$ cat src/rtl/au_pkg.sv
// Shared types for the sequential arithmetic unit: op codes and FSM states.
package au_pkg;

  typedef enum logic [2:0] {
    OP_CNT  = 3'b000,
    OP_K    = 3'b001,
    OP_DATA = 3'b010,
    OP_R0   = 3'b011,
    OP_ADD  = 3'b100,
    OP_SUB  = 3'b101,
    OP_MUL  = 3'b110,
    OP_POW2 = 3'b111
  } op_t;

  typedef enum logic [1:0] {
    IDLE,
    EXEC,
    MUL,
    DONE
  } state_t;

  // Subtraction is the only op whose saturated result is the floor rather than the ceiling.
  function automatic logic sat_low(op_t op);
    return op == OP_SUB;
  endfunction

endpackage

$ cat src/rtl/seq_mult.sv
// WIDTH-cycle shift-add multiplier: operands load on start, one multiplier bit per clock.
// done is asserted during the final step; product is the completed value in that cycle.
module seq_mult #(
  parameter int WIDTH = 5
) (
  input  logic                 clk,
  input  logic                 srst,
  input  logic                 start,
  input  logic [WIDTH-1:0]     a,
  input  logic [WIDTH-1:0]     b,
  output logic [2*WIDTH-1:0]   product,
  output logic                 done
);

  localparam int SW = $clog2(WIDTH + 1);

  logic [2*WIDTH-1:0] acc_reg;
  logic [2*WIDTH-1:0] mcand_reg;
  logic [WIDTH-1:0]   mplier_reg;
  logic [SW-1:0]      step_reg;
  logic               run_reg;
  logic [2*WIDTH-1:0] acc_next;

  always_comb begin
    acc_next = acc_reg;
    if (mplier_reg[0]) begin
      acc_next = acc_reg + mcand_reg;
    end
  end

  assign product = acc_next;
  assign done    = run_reg && (step_reg == SW'(WIDTH - 1));

  always_ff @(posedge clk) begin
    if (srst) begin
      acc_reg    <= '0;
      mcand_reg  <= '0;
      mplier_reg <= '0;
      step_reg   <= '0;
      run_reg    <= 1'b0;
    end else if (start) begin
      acc_reg    <= '0;
      mcand_reg  <= {{WIDTH{1'b0}}, a};
      mplier_reg <= b;
      step_reg   <= '0;
      run_reg    <= 1'b1;
    end else if (run_reg) begin
      acc_reg    <= acc_next;
      mcand_reg  <= mcand_reg << 1;
      mplier_reg <= mplier_reg >> 1;
      step_reg   <= step_reg + 1'b1;
      if (done) begin
        run_reg <= 1'b0;
      end
    end
  end

endmodule

$ cat src/rtl/seq_au.sv
// Sequential arithmetic unit: one op per Start, registered result with a Done pulse.
// Define SEQ_AU_SATURATE_EN to clamp results on Overflow instead of wrapping.
module seq_au
  import au_pkg::*;
#(
  parameter int WIDTH = 5,
  parameter int CNT_W = 4,
  parameter int K_W   = 2
) (
  input  logic              Clock,
  input  logic              Reset,
  input  logic              Start,
  input  logic [2:0]        OP,
  input  logic [WIDTH-1:0]  DataIn,
  input  logic [WIDTH-1:0]  R0In,
  input  logic [K_W-1:0]    K,
  input  logic [CNT_W-1:0]  Counter,
  output logic [WIDTH-1:0]  DataOut,
  output logic              Busy,
  output logic              Done,
  output logic              Overflow
);

  // Wide enough to hold either the source or the result, so discarded bits can be inspected.
  localparam int CW = (CNT_W > WIDTH) ? CNT_W : WIDTH;
  localparam int KX = (K_W > WIDTH) ? K_W : WIDTH;

  state_t             state_reg;
  op_t                op_reg;
  logic [WIDTH-1:0]   a_reg;
  logic [WIDTH-1:0]   b_reg;
  logic [K_W-1:0]     k_reg;
  logic [CNT_W-1:0]   cnt_reg;
  logic [WIDTH-1:0]   data_out_reg;
  logic               busy_reg;
  logic               done_reg;
  logic               ovf_reg;

  logic [CW-1:0]      cnt_ext;
  logic [KX-1:0]      k_ext;
  logic [WIDTH:0]     sum;
  logic [WIDTH-1:0]   res_raw;
  logic [WIDTH-1:0]   res_next;
  logic               ovf_next;
  logic [2*WIDTH-1:0] product;
  logic               mul_done;
  logic               mul_start;

  assign mul_start = (state_reg == IDLE) && Start && (op_t'(OP) == OP_MUL);

  seq_mult #(.WIDTH(WIDTH)) u_mult (
    .clk     (Clock),
    .srst    (Reset),
    .start   (mul_start),
    .a       (R0In),
    .b       (DataIn),
    .product (product),
    .done    (mul_done)
  );

  assign cnt_ext = CW'(cnt_reg);
  assign k_ext   = KX'(k_reg);
  assign sum     = {1'b0, a_reg} + {1'b0, b_reg};

  always_comb begin
    res_raw  = '0;
    ovf_next = 1'b0;
    case (op_reg)
      OP_CNT: begin
        res_raw  = cnt_ext[WIDTH-1:0];
        ovf_next = |(cnt_ext >> WIDTH);
      end
      OP_K: begin
        res_raw  = k_ext[WIDTH-1:0];
        ovf_next = |(k_ext >> WIDTH);
      end
      OP_DATA: res_raw = b_reg;
      OP_R0:   res_raw = a_reg;
      OP_ADD: begin
        res_raw  = sum[WIDTH-1:0];
        ovf_next = sum[WIDTH];
      end
      OP_SUB: begin
        res_raw  = a_reg - b_reg;
        ovf_next = a_reg < b_reg;
      end
      OP_MUL: begin
        res_raw  = product[WIDTH-1:0];
        ovf_next = |product[2*WIDTH-1:WIDTH];
      end
      OP_POW2: begin
        if (32'(b_reg) >= WIDTH) begin
          res_raw  = '0;
          ovf_next = 1'b1;
        end else begin
          res_raw = WIDTH'(1) << b_reg;
        end
      end
      default: begin
        res_raw  = '0;
        ovf_next = 1'b0;
      end
    endcase
  end

`ifdef SEQ_AU_SATURATE_EN
  always_comb begin
    res_next = res_raw;
    if (ovf_next) begin
      res_next = sat_low(op_reg) ? '0 : '1;
    end
  end
`else
  assign res_next = res_raw;
`endif

  always_ff @(posedge Clock) begin
    if (Reset) begin
      state_reg    <= IDLE;
      op_reg       <= OP_CNT;
      a_reg        <= '0;
      b_reg        <= '0;
      k_reg        <= '0;
      cnt_reg      <= '0;
      data_out_reg <= '0;
      busy_reg     <= 1'b0;
      done_reg     <= 1'b0;
      ovf_reg      <= 1'b0;
    end else begin
      case (state_reg)
        IDLE: begin
          done_reg <= 1'b0;
          if (Start) begin
            op_reg    <= op_t'(OP);
            a_reg     <= R0In;
            b_reg     <= DataIn;
            k_reg     <= K;
            cnt_reg   <= Counter;
            busy_reg  <= 1'b1;
            state_reg <= (op_t'(OP) == OP_MUL) ? MUL : EXEC;
          end
        end
        EXEC: begin
          data_out_reg <= res_next;
          ovf_reg      <= ovf_next;
          done_reg     <= 1'b1;
          state_reg    <= DONE;
        end
        MUL: begin
          if (mul_done) begin
            data_out_reg <= res_next;
            ovf_reg      <= ovf_next;
            done_reg     <= 1'b1;
            state_reg    <= DONE;
          end
        end
        DONE: begin
          done_reg  <= 1'b0;
          busy_reg  <= 1'b0;
          state_reg <= IDLE;
        end
        default: state_reg <= IDLE;
      endcase
    end
  end

  assign DataOut  = data_out_reg;
  assign Busy     = busy_reg;
  assign Done     = done_reg;
  assign Overflow = ovf_reg;

endmodule

$ cat config.mk
export PLATFORM = sky130hd
export DESIGN_NAME = seq_au
export DESIGN_NICKNAME = d
export VERILOG_FILES = /design/src/rtl/au_pkg.sv /design/src/rtl/seq_mult.sv /design/src/rtl/seq_au.sv
export SDC_FILE = /design/constraint.sdc
export NUM_CORES = 1
export LEC_CHECK = 0
export CAP_MARGIN = 20
export CORE_MARGIN = 3
export CORE_UTILIZATION = 64
export DETAILED_ROUTE_END_ITERATION = 8
export DONT_BUFFER_PORTS = 1
export PLACE_DENSITY_LB_ADDON = 0.25
export SYNTH_ARGS = -nofsm -noshare
export SYNTH_HDL_FRONTEND = slang
export SYNTH_SLANG_ARGS = --single-unit
$ cat constraint.sdc
create_clock -name Clock -period 3.1 [get_ports Clock]
set_clock_uncertainty 0.2 [all_clocks]
set_input_delay 0.465 -clock Clock [delete_from_list [all_inputs] [get_ports Clock]]
set_output_delay 0.465 -clock Clock [all_outputs]
set_load 0.03 [all_outputs]
; ---- Yosys cells after proc, flatten, opt, wreduce, memory -nomap -nowiden
; Cells that the tools add are included.
[totals]
reg_bits = 58
latch_bits = 0
mem_bits_rw = 0
mem_bits_ro = 0
inputBits = 22
output_inout_bits = 8
elab_cells = 76
memories = 0
[classes]
add_sub_neg = 4
n_mul = 0
div_mod_pow = 0
n_lt_le_gt_ge = 2
n_eq_ne = 14
n_shift = 1
mux = 24
bitwise_logic = 0
n_reduce_logical = 15
[op_table]
columns = operator, count
row1 = 5-bit one-hot mux with 8 select lines, 1
row2 = 5-bit 2-to-1 mux, 6
row3 = "3-bit equality test, second input constant", 6
row4 = 10-bit adder, 1
row5 = 10-bit 2-to-1 mux, 1
row6 = 5-bit one-hot mux with 2 select lines, 1
row7 = 2-bit one-hot mux with 4 select lines, 1
row8 = 2-bit AND reduction, 4
row9 = 1-bit 2-to-1 mux, 7
row10 = 5-bit by 5-bit adder with 6-bit output, 1
row11 = "3-bit by 2-bit equality test with 1-bit output, second input constant", 2
row12 = 2-bit 2-to-1 mux, 3
row13 = 2-bit nonzero test, 3
row14 = "5-bit by 3-bit greater-or-equal comparator with 1-bit output, second input constant", 1
row15 = 5-bit < comparator, 1
row16 = 5-bit OR reduction, 1
row17 = "1-bit by 5-bit << shifter with 5-bit output, first input constant", 1
row18 = 5-bit subtractor, 1
row19 = "2-bit equality test, second input constant", 2
row20 = "2-bit inequality test, second input constant", 2
row21 = 1-bit one-hot mux with 2 select lines, 2
row22 = 1-bit one-hot mux with 4 select lines, 1
row23 = 2-bit OR reduction, 2
row24 = "3-bit by 1-bit adder with 3-bit output, second input constant", 1
row25 = other kinds (6), 8

; ---- Depth between registers and ports, before layout
; Gate-level depths: netlist (run 1).
[logic_depth]
depth_word = 6
mapped_depth = 11
ltp_nobuf = 11

; ---- By module
; A second synthesis (run 1) with hierarchy kept.
[unflattened]
hier_cells = 486
area_unflattened_um2 = 3826.2
[modules_own_cells]
columns = mod, n_inst, cells_each, area_each_um2, seq_area_each_um2
row1 = seq_mult, 1, 238, 1971.9, 580.6
row2 = seq_au, 1, 248, 1854.3, 580.6

; ---- Worst setup path after synthesis (run 1)
; Ideal clock, no wire load.
[synth_timing]
path_kind = register to register
from = reg b_reg[0]
to = reg data_out_reg[4], in the netlist DataOut[4]
setup_ps = 133
t_arrival_ps = 1926
t_required_ps = 2767
setup_slack_ps = 842
stages_incl_launch_ff = 11
n_path_buf = 0
period_less_slack_ps = 2258
path_cell_list = dfxtp_1 -> ha_1 -> inv_1 -> fa_1 -> a21o_1 -> a21oi_1 -> xor2_1 -> nor3b_1 -> a221o_1 -> nand3_1 -> a31oi_1
[synth_between]
elab_chain_cells = 5
word_cells_on_any_way = 8
classes_between = add/sub: 2 / order compare: 1 / shift: 1 / mux: 4
[synth_rtl]
columns = item, line_no
row1 = start: declaration, seq_au.sv:31  ; logic [WIDTH-1:0] b_reg;
row2 = start signal: assignment, seq_au.sv:136  ; b_reg <= DataIn;
row3 = 5-bit by 3-bit greater-or-equal comparator with 1-bit output / 1-bit by 5-bit << shifter with 5-bit output (equally long branches), "seq_au.sv:92, seq_au.sv:96"
row4 = 5-bit 2-to-1 mux, seq_au.sv:92  ; if (32'(b_reg) >= WIDTH) begin
row5 = 5-bit one-hot mux with 8 select lines *, seq_au.sv:68  ; case (op_reg)
row6 = 5-bit 2-to-1 mux, seq_au.sv:150  ; if (mul_done) begin
row7 = 5-bit one-hot mux with 2 select lines *, seq_au.sv:130  ; case (state_reg)
row8 = end signal: assignment, seq_au.sv:144  ; data_out_reg <= res_next;
row9 = end signal: assignment, seq_au.sv:151  ; data_out_reg <= res_next;
row10 = end: declaration, seq_au.sv:34  ; logic [WIDTH-1:0] data_out_reg;
; Mark *: on every way between the ends. The rest lies on a longest branch, timed or not. The select of a mux whose other input is x is not followed.
; A chain may end at the register's enable or synchronous reset.

; ---- Worst setup path in the final report (run 1)
[layout_timing]
from = reg u_mult.mcand_reg[0]
to = reg ovf_reg, in the netlist Overflow
[layout_between]
elab_chain_cells = 6
[layout_rtl]
columns = item, line_no
row1 = start: declaration, seq_mult.sv:18  ; logic [2*WIDTH-1:0] mcand_reg;
row2 = start signal: assignment, seq_mult.sv:43  ; mcand_reg <= {{WIDTH{1'b0}}, a};
row3 = start signal: assignment, seq_mult.sv:49  ; mcand_reg <= mcand_reg << 1;
row4 = 10-bit adder *, seq_mult.sv:27  ; acc_next = acc_reg + mcand_reg;
row5 = 10-bit 2-to-1 mux *, seq_mult.sv:26  ; if (mplier_reg[0]) begin
row6 = 5-bit OR reduction *, seq_au.sv:89  ; ovf_next = |product[2*WIDTH-1:WIDTH];
row7 = 1-bit one-hot mux with 4 select lines *, seq_au.sv:68
row8 = 1-bit 2-to-1 mux, seq_au.sv:150
row9 = 1-bit one-hot mux with 2 select lines *, seq_au.sv:130
row10 = end signal: assignment, seq_au.sv:145  ; ovf_reg <= ovf_next;
row11 = end signal: assignment, seq_au.sv:152  ; ovf_reg <= ovf_next;
row12 = end: declaration, seq_au.sv:37  ; logic ovf_reg;
; Marks and branches as above.

==> summary.md, run 1 <==
The largest net degree at the start of global routing is 36, and the delay of the slowest cell on the worst path is 440 ps. The class of the most critical setup path is flop to flop. Setup repair after global routing left no endpoint under its margin. In the synthesized netlist the dominant register cell turns out to be sky130_fd_sc_hd__dfxtp_1. The logs give 5270 µm² for the area of the core and 5 for the number of optimization iterations in the first detailed-route pass.

The synthesized flop and latch total was 58; the number of buffers inserted during clock tree synthesis was 9. The number of vias per cell is 6.234. The worst setup path is launched from a flop. For this block, the routed nets add up to 8634 µm of wire. The die height works out to 80.79 µm. The number of enable-type register cells in the synthesized netlist is 0. After synthesis, flip-flops and latches occupy 32.44% of the total area. The CTS sink count came out at 58. The tools report the final-report hold violation count as 0. For this run, the top clock speed supported by timing is 0.3926 GHz. The number of global-route vias before repair came out at 2969. The path class of the tightest hold or removal check is primary input to flop. The run gives 0.9530 as the final RePlAce weighted congestion. The critical path contains buffers and inverters numbering 0 combined.

The worst pin sits at a relative slew slack of 38.95%. The largest voltage drop on the vdd net was 0.0009282 V. Global routing used 28.69% of the available tracks across all layers.

The final-stage net count came out at 484. The number of buffer cells added on primary ports works out to 0. The tools report the critical path endpoint category as a flop. The run finished with clean final reports.

The logs give 492 for the number of nets produced by synthesis and 340 ps for the clock latency at the later pin of the worst-skew pair. After synthesis, the mean cell area works out to 8.081 µm². The tools report the final routed DRC violation total as 0. For this design the static power due to leakage is 1.403 nW. Of all nets on the critical path, the largest fanout is 4. The detail route stage leaves a number of antenna-violating nets equal to 0.

After technology mapping, the gate count stands at 443. After routing the design area is 3810 µm². The floorplan step defined a die boundary enclosing 6527 µm². After global routing the overflow that remains totals 0.

The smallest clock period supported by the final layout is computed as 2547 ps. The run gives 14320 µm as the first-pass GRT wire length. The area growth from synthesis to final layout came out at 6.431%. For the initial antenna violation count, the log shows 0. Summing over every cut layer, the via total after detailed routing is 3173. During I/O placement, the number of pins put on the boundary was 30. The synthesized netlist occupies a cell area of 3580 µm².

The transition time at the pin with the least slew margin is 914.5 ps, and the die outline width is 80.79 µm. Initial standard-cell utilization of the core: 67.92%. The maximum buffer depth of the clock tree is 2, and the share of layout cells above drive strength 1 is 7.973%. The floorplan has 26 rows. The tools report the internal reg-to-reg setup slack as 550 ps. The signal on the critical path passes through ha_1 -> fa_1 -> a211oi_2 -> o21bai_1 -> o211ai_1 -> and4_4 -> nand4_1 -> a21o_1. In this run the power density over the cells is 647.5 nW/µm². The run gives 3 as the deepest level of the CTS H-tree.

Summed over all failing endpoints, the final setup total negative slack is 0 ps. The cell area after placement was 3596 µm². The largest individual stage delay along the critical path comes from the cell sky130_fd_sc_hd__fa_1. Dividing the detail-routed wire length by the instance count gives 16.96 µm. Power comes to 2.467 mW. Family with the most delay on the worst path: compound AO/OA/AOI/OAI gates. The worst path uses 82.17% of the clock period. For the number of warning messages in the yosys log, the log shows 0. The tools report the library cell used as clock root buffer as sky130_fd_sc_hd__clkbuf_8. The critical path data arrival time was 2590 ps; the number of distinct library cells after synthesis was 60. Summed over all nets, the half-perimeter wirelength after detailed placement is 6012 µm. The max-capacitance violation count is 0, and the DRC marker count from the first detailed-route iteration is 273. In the synthesized netlist the async set-or-reset flop fraction comes to 0%. After clock tree synthesis, the clock-pin slew on the worst setup and hold paths is 70 ps. For the count of pins over their slew limit, the log shows 0.

Measured on the finished design, the core utilization comes to 72.29%. The logs give 3140 ps for the critical path required time and 0 for the number of antenna cells inserted. TritonCTS built the clock tree. Setup violations remaining at the end of the flow were counted as 0.
## power breakdown
part | internal, mW | switching [mW]
Clock | 0.365 | 0.304
Combinational | 0.301 | 0.472
Sequential | 0.845 | 0.181
## worst paths after layout
path	startpoint	endpoint	depth (start not counted)
max	u_mult.mcand_reg[0]	Overflow	8
max reg2reg	u_mult.mcand_reg[0]	Overflow	8
min reg2reg	k_reg[0]	k_reg[0]	2
min	OP[0]	op_reg[0]	2
## per-layer routing
metal  vias to the layer above  part of all wire [%]  wire length [µm]  global-route usage (%)
met5                         -                     0                 0                       0
li1                       1556                     -                 -                       -
met1                      1472                    46              3966                   37.98
met2                       129                    44              3829                   44.21
met4                         0                   1.5               126                   9.966
met3                        16                   8.2               711                   9.091
## metrics by stage
step | hold slack [ps] | cells | setup slack, ps
global placement | 241.9 | 492 | 733.9
CTS | 47.41 | 509 | 609.8
global route | 43.23 | 509 | 360.3
detailed placement | 245.8 | 492 | 646.3
floorplan | 235.7 | 443 | 841.6
finish | 56.41 | 509 | 552.9
## cell usage after synthesis (2+ instances only)
cell                       number  area, µm²
sky130_fd_sc_hd__a211oi_1      13      97.59
sky130_fd_sc_hd__a21o_1         6      45.04
sky130_fd_sc_hd__a21oi_1       46      230.2
sky130_fd_sc_hd__a21oi_2        2      17.52
sky130_fd_sc_hd__a311oi_1       3      26.28
sky130_fd_sc_hd__a31oi_1        5      31.28
sky130_fd_sc_hd__and3b_1        3      26.28
sky130_fd_sc_hd__buf_2         12      60.06
sky130_fd_sc_hd__clkbuf_1      15      56.30
sky130_fd_sc_hd__dfxtp_1       58       1161
sky130_fd_sc_hd__fa_1           3      60.06
sky130_fd_sc_hd__ha_1          24      300.3
sky130_fd_sc_hd__inv_1         17      63.81
sky130_fd_sc_hd__mux2i_1       23      230.2
sky130_fd_sc_hd__nand2_1       63      236.5
sky130_fd_sc_hd__nand2b_1       5      31.28
sky130_fd_sc_hd__nand3_1       10      50.05
sky130_fd_sc_hd__nand3b_1       3      22.52
sky130_fd_sc_hd__nand4_1        5      31.28
sky130_fd_sc_hd__nor2_1        40      150.1
sky130_fd_sc_hd__nor3_1         6      30.03
sky130_fd_sc_hd__nor3_2         2      20.02
sky130_fd_sc_hd__nor4_1         4      25.02
sky130_fd_sc_hd__o211ai_1       4      30.03
sky130_fd_sc_hd__o21a_1         2      15.01
sky130_fd_sc_hd__o21ai_0       12      60.06
sky130_fd_sc_hd__o21ai_1        6      30.03
sky130_fd_sc_hd__o21ai_2        2      17.52
sky130_fd_sc_hd__o21bai_1       3      22.52
sky130_fd_sc_hd__o22ai_1        2      12.51
sky130_fd_sc_hd__o31ai_1        2      15.01
sky130_fd_sc_hd__or3_1          4      25.02
sky130_fd_sc_hd__xnor2_1        7      61.31
sky130_fd_sc_hd__xor2_1         5      43.79
## placed cells by master, fill, tap and decap left out, types with 7 or more instances in the layout
| master | netlist | final |
|---|---|---|
| sky130_fd_sc_hd__nand2_1 | 63 | 63 |
| sky130_fd_sc_hd__dfxtp_1 | 58 | 58 |
| sky130_fd_sc_hd__a21oi_1 | 46 | 46 |
| sky130_fd_sc_hd__nor2_1 | 40 | 40 |
| sky130_fd_sc_hd__ha_1 | 24 | 24 |
| sky130_fd_sc_hd__mux2i_1 | 23 | 23 |
| sky130_fd_sc_hd__inv_1 | 17 | 17 |
| sky130_fd_sc_hd__a211oi_1 | 13 | 13 |
| sky130_fd_sc_hd__o21ai_0 | 12 | 12 |
| sky130_fd_sc_hd__nand3_1 | 10 | 10 |
| sky130_fd_sc_hd__clkbuf_8 | 0 | 9 |
| sky130_fd_sc_hd__buf_4 | 0 | 8 |
| sky130_fd_sc_hd__xnor2_1 | 7 | 7 |
## repair_timing
action	in CTS	in global routing
endpoints found under the hold margin	35	0
hold buffers	2	0
resized for setup	0	0
setup buffers	0	0
endpoints found under the setup margin	0	0
## worst register-to-register path, stage by stage, from the launching register on
cell and delay [ps]:
sky130_fd_sc_hd__dfxtp_1 330, sky130_fd_sc_hd__ha_1 240, sky130_fd_sc_hd__fa_1 440, sky130_fd_sc_hd__a211oi_2 230, sky130_fd_sc_hd__o21bai_1 180, sky130_fd_sc_hd__o211ai_1 290, sky130_fd_sc_hd__and4_4 260, sky130_fd_sc_hd__nand4_1 120
sky130_fd_sc_hd__a21o_1 170
## cells by family after synthesis
| family | after synthesis | share of synthesized area [%] |
|---|---|---|
| adders and majority gates | 27 | 10.07 |
| DFF | 58 | 32.44 |
| buffers and inverters | 46 | 5.452 |
| xor gates and xnor gates | 12 | 2.936 |
| muxes | 23 | 6.431 |
| and+or+nand+nor | 155 | 20.62 |
| AOI/OAI and AO/OA | 122 | 22.06 |
## cell type report
type	instances	area, µm²
Clock buffer	10	127.6
Clock inverter	5	56.30
Fill cell	427	1460
Inverter	17	63.81
Multi-Input combinational cell	339	2223
Sequential cell	58	1161
Tap cell	70	87.58
Timing Repair Buffer	10	90.09
Note: power is estimated with default switching activity, not from simulation.
==> inputs of run 2 (changes only) <==
==> constraint.sdc (replaced) <==
create_clock -name Clock -period 2.65 [get_ports Clock]
set_clock_uncertainty 0.2 [all_clocks]
set_input_delay 0.3975 -clock Clock [delete_from_list [all_inputs] [get_ports Clock]]
set_output_delay 0.3975 -clock Clock [all_outputs]
set_load 0.03 [all_outputs]
==> summary.md, run 2 (synthesis results as in run 1) <==
The run finished with clean final reports. The logs give 3076 (was 2969) for the number of global-route vias before repair and 0 (unchanged) for the number of nets with antenna violations after routing. The class of the most critical setup path was flop to flop (unchanged). TritonCTS built the clock tree. The run gives 389 (was 427) as the number of fill cells in the layout. Area of the core: 5270 µm² (unchanged). Ordered list of cells on the worst path: ha_1 -> fa_1 -> a211oi_2 -> o21bai_1 -> a21oi_2 -> nand4_1 -> and3_1 -> a211oi_1 (was ha_1 -> fa_1 -> a211oi_2 -> o21bai_1 -> o211ai_1 -> and4_4 -> nand4_1 -> a21o_1).

The tools report the cell row count as 26 (unchanged). Family with the most delay on the worst path: compound AO/OA/AOI/OAI gates (unchanged). Slowest cell on the critical path: sky130_fd_sc_hd__fa_1 (unchanged). The minimum clock period after layout came out at 2441 ps (was 2547 ps).

The number of vias per cell works out to 6.203 (was 6.234). The clock slew seen by the registers of the worst setup and hold paths was 60 ps (was 70 ps); the worst setup slack after layout was 209.4 ps (was 552.9 ps). The die outline width came out at 80.79 µm (unchanged).

The critical path data arrival time was 2490 ps (was 2590 ps); the final RePlAce weighted congestion was 0.9130 (was 0.9530). Leading cell type in the layout, fill and taps excluded: sky130_fd_sc_hd__nand2_1 (unchanged). The cell area after placement was 3618 µm² (was 3596 µm²). The critical path required time came out at 2700 ps (was 3140 ps).

The count of pins over their slew limit was 0 (unchanged); the largest net degree at the start of global routing was 39 (was 36). The cell internal power dissipation is 1.826 mW (was 1.511 mW), and the total number of vias is 3275 (was 3173). The type of the worst min-delay path is primary input to flop (unchanged). The run gives 1.128 mW (was 956.5 µW) as the net switching component of the power.

The first-pass GRT wire length was 14570 µm (was 14320 µm); the number of buffers added for setup after CTS was 0 (unchanged). The final-report hold violation count is 0 (unchanged). The highest net fanout along the worst path is 4 (unchanged). Critical path endpoint category: a flop (unchanged). The highest clock frequency the design can meet was 0.4097 GHz (was 0.3926 GHz); the total power was 2.954 mW (was 2.467 mW).

The worst slack on hold paths is 10.67 ps (was 56.41 ps), and the final routed DRC violation total is 0 (unchanged). The post-detailed-route wirelength per cell is 16.91 µm (was 16.96 µm), and the fraction of the cycle the final worst path needs is 92.10% (was 82.17%). For the relative contribution of the clock network to total power, the log shows 27.5% (was 27.1%). For the clock latency at the later pin of the worst-skew pair, the log shows 350 ps (was 340 ps). The total power divided by cell area came out at 739.3 nW/µm² (was 647.5 nW/µm²). The total grt overflow is 0 (unchanged), and the proportion of total power due to net switching is 38.18% (was 38.77%).

The number of buffer cells added on primary ports was 0 (unchanged); the count of boundary I/O pins was 30 (unchanged). Setup repair after global routing left no endpoint under its margin. Worst slack after detailed placement: 259.5 ps (was 646.3 ps).

The tools report the final-stage net count as 502 (was 484). The logs give 0 (unchanged) for the number of antenna cells inserted and 32.5% (was 31.3%) for the share of power burned in combinational logic. The library cell used as clock root buffer was sky130_fd_sc_hd__clkbuf_8 (unchanged). The area growth from synthesis to final layout was 11.60% (was 6.431%).

The setup-violating endpoint count in the final report was 0 (unchanged). Commonest non-fill, non-tap cells in the layout: sky130_fd_sc_hd__nand2_1, sky130_fd_sc_hd__dfxtp_1, sky130_fd_sc_hd__a21oi_1, sky130_fd_sc_hd__nor2_1, sky130_fd_sc_hd__ha_1 (unchanged). The run gives 40.0% (was 41.6%) as the share of total power in sequential cells.

The run gives 55.96% (was 38.95%) as the worst slew slack as a fraction of its limit. The logs give 58 (unchanged) for the CTS sink count and 3 (unchanged) for the deepest level of the CTS H-tree. The die height was 80.79 µm (unchanged); the final total negative setup slack was 0 ps (unchanged). The initial standard-cell utilization of the core is 67.92% (unchanged). The type of origin of the critical path was a flop (unchanged).

The run gives 0 (unchanged) as the max-capacitance violation count. The transition time at the pin with the least slew margin is 659.0 ps (was 914.5 ps), and the initial antenna violation count is 0 (unchanged). For the final standard cell area without fillers, the log shows 3995 µm² (was 3810 µm²). The tools report the DRC marker count from the first detailed-route iteration as 264 (was 273). The global-route usage over all layers came out at 29.10% (was 28.69%).

The share of layout cells above drive strength 1 is 8.297% (was 7.973%), and the buffers plus inverters on the worst setup path is 0 (unchanged). The leakage power summed over all cells came out at 1.486 nW (was 1.403 nW). The total die area was 6527 µm² (unchanged); the number of optimization iterations in the first detailed-route pass was 5 (unchanged). The number of buffers inserted during clock tree synthesis is 9 (unchanged). For the largest voltage drop on the vdd net, the log shows 0.0006635 V (was 0.0009282 V).

The total wire length came out at 8928 µm (was 8634 µm). The delay of the slowest cell on the worst path was 450 ps (was 440 ps). The count of instances resized after the clock tree is built is 0 (unchanged). The maximum buffer depth of the clock tree came out at 2 (unchanged). For the post-detailed-placement half-perimeter wirelength, the log shows 5977 µm (was 6012 µm).
## run 2: power by group through the flow
| stage | registers [mW] | clock network, mW | logic [mW] |
|---|---|---|---|
| 6_report | 1.18 | 0.812 | 0.960 |
| 5_1_grt | 1.20 | 0.867 | 1.05 |
| 3_3_place_gp | 1.19 | 0 | 0.864 |
| 3_5_place_dp | 1.20 | 0 | 0.885 |
| 2_1_floorplan | 1.16 | 0 | 0.736 |
| 4_1_cts | 1.18 | 0.821 | 0.926 |
## run 2: what timing repair did
item / in CTS / in global routing
endpoints found under the setup margin: 0 / 0
hold endpoints to repair: 38 / 0
hold buffers: 17 / 0
## run 2: final cells by class
cell class              instances  area (µm²)  area share [%]
inverters                      17       63.81           1.597
clock buffers                  12       145.1           3.633
multi-input cells             339        2223           55.65
well taps                      70       87.58           2.192
clock inverters                 4       51.30           1.284
repair buffers                 28       262.8           6.577
flip-flops and latches         58        1161           29.06
## run 2: layer usage
layer  wire, µm  part of all wire (%)  GRT usage, %
met1       3927                    44         38.10
met2       4076                    46         45.36
met3        685                   7.7         7.982
met4        239                   2.7         11.99
met5          0                     0             0
## run 2: per-stage QoR
stage,instances,utilization [%]
after floorplan,443,-
after global placement,495,68.66
after detailed placement,495,68.66
after CTS,528,75.81
after global routing,528,75.81
final,528,75.81
## run 2: worst paths after layout
kind	from	endpoint	slack [ps]	cells after the start
max	u_mult.mcand_reg[0]	u_mult.acc_reg[8]	210	8
min	R0In[0]	u_mult.mcand_reg[0]	10	2
max reg2reg	u_mult.mcand_reg[0]	u_mult.acc_reg[8]	210	8
min reg2reg	k_reg[1]	k_reg[1]	270	2
